$ cat config.mk
export PLATFORM = sky130hd
export DESIGN_NAME = adaptive_green_timer
export DESIGN_NICKNAME = d
export VERILOG_FILES = /design/src/rtl/traffic_pkg.sv /design/src/rtl/veh_counter.sv /design/src/rtl/adaptive_green_timer.sv
export SDC_FILE = /design/constraint.sdc
export NUM_CORES = 1
export LEC_CHECK = 0
export BUFFER_PORTS_ARGS = -buffer_cell sky130_fd_sc_hd__buf_2
export CAP_MARGIN = 5
export CORE_MARGIN = 2
export CORE_UTILIZATION = 50
export CTS_BUF_LIST = sky130_fd_sc_hd__clkbuf_8
export CTS_CLUSTER_DIAMETER = 50
export DETAILED_ROUTE_END_ITERATION = 10
export PLACE_DENSITY = 0.71
export SLEW_MARGIN = 20
export SYNTH_ARGS = -nofsm -noshare
export SYNTH_HDL_FRONTEND = slang
export SYNTH_SLANG_ARGS = --single-unit
$ cat constraint.sdc
create_clock -name clk -period 4 [get_ports clk]
set_input_delay 0.6 -clock clk [delete_from_list [all_inputs] [get_ports clk]]
set_output_delay 0.6 -clock clk [all_outputs]
set_load 0.02 [all_outputs]
$ cat src/rtl/traffic_pkg.sv
// traffic_pkg: green-timer FSM states and ms-to-cycles conversion shared by the traffic blocks
package traffic_pkg;
    typedef enum logic [2:0] {IDLE, LATCH, CALC, CLAMP, HOLD} state_t;
    function automatic longint unsigned ms_to_cyc(input longint unsigned ms, input longint unsigned freq);
        return ms * freq / 64'd1000;
    endfunction
endpackage

$ cat src/rtl/veh_counter.sv
// veh_counter: sensor -> 2-flop sync -> rising-edge pulse -> saturating count, clr restarts at 0 (or 1 if a pulse lands with it)
module veh_counter #(
    parameter int CNT_W = 6
) (
    input  logic             clk,
    input  logic             rst,
    input  logic             sensor,
    input  logic             clr,
    output logic [CNT_W-1:0] cnt
);
    logic [2:0] sh;
    logic       pulse;
    assign pulse = sh[1] & ~sh[2];
    always_ff @(posedge clk or posedge rst) begin
        if (rst) begin
            sh  <= '0;
            cnt <= '0;
        end else begin
            sh  <= {sh[1:0], sensor};
            cnt <= clr ? CNT_W'(pulse) : (pulse && !(&cnt)) ? cnt + 1'b1 : cnt;
        end
    end
endmodule

$ cat src/rtl/adaptive_green_timer.sv
// adaptive_green_timer: per-approach vehicle counts turned into a clamped green time on req; busy/dly_valid/dly_ack handshake
module adaptive_green_timer
    import traffic_pkg::*;
#(
    parameter int NUM_APPR = 4,
    parameter int CLK_FREQ = 50_000_000,
    parameter int BASE_MS  = 200,
    parameter int STEP_MS  = 25,
    parameter int MAX_MS   = 600,
    parameter int CNT_W    = 6,
    localparam int SEL_W   = (NUM_APPR > 1) ? $clog2(NUM_APPR) : 1
) (
    input  logic                      clk,
    input  logic                      rst,
    input  logic [NUM_APPR-1:0]       sensor,
    input  logic                      req,
    input  logic [SEL_W-1:0]          req_sel,
    output logic                      busy,
    output logic                      dly_valid,
    input  logic                      dly_ack,
    output logic [31:0]               dly_cycles,
    output logic [NUM_APPR*CNT_W-1:0] veh_cnt
);
    localparam longint unsigned BASE_CYC = ms_to_cyc(64'(BASE_MS), 64'(CLK_FREQ));
    localparam longint unsigned STEP_CYC = ms_to_cyc(64'(STEP_MS), 64'(CLK_FREQ));
    localparam longint unsigned MAX_CYC  = ms_to_cyc(64'(MAX_MS), 64'(CLK_FREQ));
    state_t           state, nxt;
    logic [SEL_W-1:0] sel_q;
    logic [CNT_W-1:0] snap, snap_q;
    logic [39:0]      raw;
    logic [CNT_W-1:0] cnt_a [NUM_APPR];
    always_ff @(posedge clk or posedge rst) begin
        if (rst) state <= IDLE;
        else     state <= nxt;
    end
    always_comb begin
        nxt = state;
        nxt = (state == IDLE)  ? (req ? LATCH : IDLE) :
              (state == LATCH) ? CALC :
              (state == CALC)  ? CLAMP :
              (state == CLAMP) ? HOLD :
              (dly_ack ? IDLE : HOLD);
    end
    always_comb begin
        snap = '0;
        for (int i = 0; i < NUM_APPR; i++)
            if (sel_q == SEL_W'(i)) snap = cnt_a[i];
    end
    always_ff @(posedge clk or posedge rst) begin
        if (rst) begin
            sel_q      <= '0;
            snap_q     <= '0;
            raw        <= '0;
            dly_cycles <= 32'(BASE_CYC);
        end else begin
            if (state == IDLE && req) sel_q <= req_sel;
            if (state == LATCH) snap_q <= snap;
            if (state == CALC) raw <= 40'(BASE_CYC) + 40'(snap_q) * 40'(STEP_CYC);
            if (state == CLAMP) dly_cycles <= (raw > 40'(MAX_CYC)) ? 32'(MAX_CYC) : raw[31:0];
        end
    end
    assign busy      = state != IDLE;
    assign dly_valid = state == HOLD;
    for (genvar i = 0; i < NUM_APPR; i++) begin : g_cnt
        veh_counter #(.CNT_W(CNT_W)) u_cnt (
            .clk    (clk),
            .rst    (rst),
            .sensor (sensor[i]),
            .clr    (state == LATCH && sel_q == SEL_W'(i)),
            .cnt    (cnt_a[i])
        );
        assign veh_cnt[i*CNT_W +: CNT_W] = cnt_a[i];
    end
endmodule

Word level (Yosys, flattened, before mapping):

Cells that the tools add are included.

* reduce and logical (&&, ||, !) cells: 24
* bitwise gates (word level): 8
* eq/ne operators: 7
* $mul: 1
* muxes and demuxes: 19
* magnitude comparators: 1
* add/subtract/negate cells: 5

Operators by type and width (count)
* 6-bit two-way mux: 12
* 40-bit by 25-bit greater-than comparator with 1-bit output, second input constant: 1
* 32-bit two-way mux: 1
* 24-bit by 27-bit adder with 28-bit output, first input constant: 1
* 6-bit by 1-bit adder with 6-bit output, second input constant: 4
* 6-bit AND reduction: 4
* 6-bit by 17-bit multiplier with 23-bit output, second input constant: 1
* 3-bit two-way mux: 5
* 1-bit logical AND: 9
* 2-bit nonzero test: 4
* 3-bit by 2-bit equality test with 1-bit output, second input constant: 2
* 1-bit bitwise AND: 4
* 2-bit equality test, second input constant: 2
* 1-bit zero test: 4
* 1-bit inverter: 4
* 3-bit by 1-bit equality test with 1-bit output, second input constant: 1
* 3-bit equality test, second input constant: 1
* 3-bit zero test: 1
* 3-bit nonzero test: 1
* 2-bit by 1-bit equality test with 1-bit output, second input constant: 1
* 2-bit zero test: 1
* 1-bit two-way mux: 1

* output and inout port bits: 58
* bits in registers: 119
* input bits: 10
* word-level logic and storage cells: 78

Longest topological paths before layout:

* word-level depth: 5
* gate-level depth with buffers: 16
* mapped depth without buffers: 16

Modules after synthesis:

From an unflattened synthesis, not the netlist that was laid out.

* cells, all modules: 601
* area, all modules: 6085.8 µm²

By module, submodules not included
* adaptive_green_timer: instances 1, area an instance 4249.1 µm², sequential area each 1486.4 µm², cells each 429
* veh_counter: instances 4, area an instance 459.2 µm², sequential area each 225.2 µm², cells each 43

Worst setup path before layout:

OpenSTA, ideal clock, no wires.

* kind: reg-to-reg
* start: register snap_q[2]
* end: register raw[25]
* period minus slack after synthesis: 4.226 ns
* library setup time: 0.070 ns
* arrival time: 4.156 ns
* slack: -0.226 ns
* stages on the path, launching flop included: 17
* path buffers: 0
* required time: 3.930 ns
* cell sequence: dfrtp_1 -> ha_1 -> ha_1 -> inv_1 -> fa_1 -> inv_1 -> ha_1 -> fa_1 -> a211oi_1 -> o21bai_1 -> a21oi_1 -> xnor2_1 -> a32oi_1 -> o211ai_2 -> a32oi_1 -> or4_1 -> nand3_1

* longest elaborated chain between the ends: 2

RTL lines
* start, declared: RTL line adaptive_green_timer.sv:29 `logic [CNT_W-1:0] snap, snap_q;`
* start signal, assigned: RTL line adaptive_green_timer.sv:57 `if (state == LATCH) snap_q <= snap;`
* 6-bit by 17-bit multiplier with 23-bit output: RTL line adaptive_green_timer.sv:58 `if (state == CALC) raw <= 40'(BASE_CYC) + 40'(snap_q) * 40'(STEP_CYC);`
* 24-bit by 27-bit adder with 28-bit output: RTL line adaptive_green_timer.sv:58
* end signal, assigned: RTL line adaptive_green_timer.sv:58
* end, declared: RTL line adaptive_green_timer.sv:30 `logic [39:0] raw;`

No other way between the ends.
A chain may end at the register's enable or synchronous reset.

Worst setup path after layout:

* start: register snap_q[1]
* end: register raw[25]

The elaborated chain is that of the path after synthesis.

==> run_results.csv <==
group,metric,value,unit
outcome,status,"finished, violations left",
outcome,violations,"negative setup slack",
critical_path,critPathLaunch,"snap_q[1]",
cells_and_area,final_layout_size_suffix_gt1_share,32.17,%
logic_synthesis,synth_most_common_cell,"dfrtp_1",
cells_and_area,antennaDiodeCount,0,
clocking,cts_tree,"built",
flow_run,maxCapViolCount,0,
cells_and_area,design_area,0.007178,mm²
logic_synthesis,synth_ff_type,"dfrtp_1",
logic_synthesis,synth_top_area_share,38.16,%
critical_path,reg2reg_depth,17,
place,post_dp_cell_area,0.006526,mm²
logic_synthesis,yosys_register_bits,95,
cells_and_area,nFillCells,884,
timing,rsz0062_at_grt,"true",
cells_and_area,area_growth,25.81,%
drt,drcViolationCount,0,
logic_synthesis,ys_seq_area_share,41.84,%
timing,slew_headroom,35.69,%
die,start_util,50.62,%
critical_path,r2r-start,"snap_q[1]",
logic_synthesis,synth_common_cells,"87 x dfrtp_1, 57 x nand2_1, 50 x ha_1, 35 x nor2_1, 33 x inv_1",
critical_path,cp.arrival,4.46,ns
logic_synthesis,syn_area_per_cell,10.21,µm²
global_routing,grt_usage,21.88,%
die,io_pins,68,
die,die_h,110.8,µm
drt,first_pass_iters,7,
logic_synthesis,synth_edf_count,0,
timing,fmax,241.2,MHz
logic_synthesis,synth_warnings,0,
global_routing,grt_max_degree,45,
timing,finalClockSkew,0.01248,ns
critical_path,r2r_end,"raw[25]",
clocking,cts-root-buf,"clkbuf_8",
drt,wl_per_cell,16.21,µm
logic_synthesis,synth.cell_area,0.005705,mm²
cells_and_area,fin_util,63.68,%
min_path,hp-class,"primary input to async pin",
drt,vias,4639,
cells_and_area,nets,752,
critical_path,cp-start-kind,"register",
timing,worst_slack,-0.1451,ns
clocking,clk_latency,0.38,ns
clocking,cts_sinks,95,
clocking,cts_hold_buf,0,
critical_path,worst-endpoint-required,4.31,ns
logic_synthesis,synth_cells,559,
critical_path,cp-end-kind,"register",
drt,postRouteWirelength,13.46,mm
timing,final_hold_viol_count,0,
timing,finalSetupViolations,7,
logic_synthesis,yosys.area.top_type,"dfrtp_1",
global_routing,grt_pass1_wl,21.64,mm
die,core_area,0.01127,mm²
critical_path,crit_end,"raw[25]",
logic_synthesis,yosys-top-cells-area,"dfrtp_1 38%, ha_1 11%, xor2_1 4.1%",
timing,tightest_slew,0.9626,ns
critical_path,critPathMaxFanout,3,
global_routing,grt-ovfl-total,0,
clocking,ctsLongestPathBuffers,2,
drt,drtIter0Drc,260,
place,dp_hpwl,10.04,mm
die,rows,39,
clocking,numCtsBuffers,9,
die,die_w,110.8,µm
die,die_area,0.01228,mm²
timing,whs,0.2120,ns
global_routing,antenna_found_initial,0,
drt,final_antenna_net_count,0,
critical_path,r2r_setup_slack,-0.15,ns
place,io_buffers,59,
drt,viasPerCell,5.589,
global_routing,grt_pass1_vias,4621,
critical_path,worst-setup-path-type,"register to register",
timing,final.min_clock_period,4.145,ns
timing,fin_setup_tns,-0.4281,ns
place,place_congestion,0.8154,
logic_synthesis,yosysUniqueCellTypes,58,
clocking,clkTransAtPathRegs,0.10,ns
clocking,cts-htree-levels,3,
timing,report.final.slew_viol_count,0,
timing,period_share,103.6,%
logic_synthesis,synthArstFlopShare,100.0,%
stage by stage:
step	worst slack, ns	instances
after CTS	-0.1122	826
after floorplan	0.002992	566
after detailed placement	-0.3440	798
after global routing	-0.2949	830
after global placement	-0.1480	798
final	-0.1451	830
per-layer routing:
metal	share of wire (%)	vias up	track usage [%]
met3	4.0	27	4.483
met4	2.0	0	7.667
met5	0	-	0
li1	-	2211	-
met2	52	113	38.73
met1	42	2288	26.55
flip-flops by register name, summed over array words and instances (netlist names):
register and cells:
sel_q 2, raw 24, dly_cycles 24, snap_q 6
g_cnt.u_cnt.cnt 24, state 3, g_cnt.u_cnt.sh 12
cell usage in the layout (no fill, tap or decap), types with 5 or more instances in the layout:
cell | synthesis | layout
dfrtp_1 | 87 | 84
o21ai_1 | 0 | 5
nand3b_1 | 5 | 5
a21oi_1 | 18 | 17
a21o_1 | 5 | 5
a22o_1 | 12 | 12
fa_1 | 10 | 9
xnor2_2 | 1 | 6
and3_1 | 8 | 8
nand2_1 | 57 | 56
xor2_1 | 27 | 22
a31oi_1 | 5 | 5
ha_1 | 50 | 38
nand3_1 | 15 | 14
ha_4 | 0 | 10
nor2_1 | 35 | 34
and2_1 | 6 | 6
nor3_1 | 15 | 12
nand4_1 | 7 | 7
xnor2_1 | 16 | 11
nand2b_1 | 5 | 5
inv_1 | 33 | 28
conb_1 | 1 | 8
buf_2 | 1 | 59
buf_4 | 8 | 66
dfstp_2 | 8 | 8
o21ai_0 | 26 | 19
clkbuf_8 | 0 | 10
o22a_1 | 10 | 10
worst max-delay path, stage by stage, from the launching register on:
cell and delay (ns):
dfrtp_2 0.46, ha_4 0.27, ha_4 0.26, inv_2 0.04, fa_1 0.50, inv_2 0.05
ha_4 0.16, fa_2 0.37, a211oi_4 0.27, o21bai_2 0.13, a32oi_2 0.25, xnor2_1 0.18
buf_4 0.16, nand3b_4 0.07, o211ai_2 0.18, a32oi_1 0.14, or4_1 0.51, nand3_1 0.08
cell type report:
cell class / instances / area, µm² / area share [%]
Clock buffer: 10 / 137.6 / 1.917
Clock inverter: 6 / 67.56 / 0.9413
Inverter: 33 / 125.1 / 1.743
Multi-Input combinational cell: 417 / 3476 / 48.42
Sequential cell: 95 / 2391 / 33.31
Tap cell: 143 / 178.9 / 2.493
Timing Repair Buffer: 126 / 802.0 / 11.17
logic make-up (layout without fill, tap and decap cells):
kind of cell,count (synthesis),in the layout,share of synthesized area (%)
other,1,8,0.06573
AOI/OAI and AO/OA,112,112,13.77
muxes,12,12,3.070
DFF,95,95,41.84
buffers and inverters,54,175,4.101
and+or+nand+nor,181,181,15.79
xor gates and xnor gates,44,44,6.886
adders and majority gates,60,60,14.47
worst min path at each step:
| stage | cells past startpoint | to | slack (ns) | start |
|---|---|---|---|---|
| floorplan | 0 | g_cnt[0].u_cnt.sh[1] | 0.33 | g_cnt[0].u_cnt.sh[0] |
| global placement | 0 | g_cnt[0].u_cnt.sh[1] | 0.33 | g_cnt[0].u_cnt.sh[0] |
| detailed placement | 0 | g_cnt[2].u_cnt.sh[1] | 0.34 | g_cnt[2].u_cnt.sh[0] |
| CTS | 2 | g_cnt[0].u_cnt.sh[1] | 0.22 | rst |
| global route | 2 | raw[26] | 0.24 | rst |
| finish | 2 | g_cnt[0].u_cnt.sh[0] | 0.21 | rst |
timing repair:
item / in CTS / in global routing
gates resized for setup: 41 / 20
pin swaps: 33 / 6
setup buffers: 12 / 4
endpoints found under the setup margin: 9 / 9
Power is left out: the tool's default activity adds up to more than one toggle a clock period on the data nets, which glitch-free logic cannot reach.
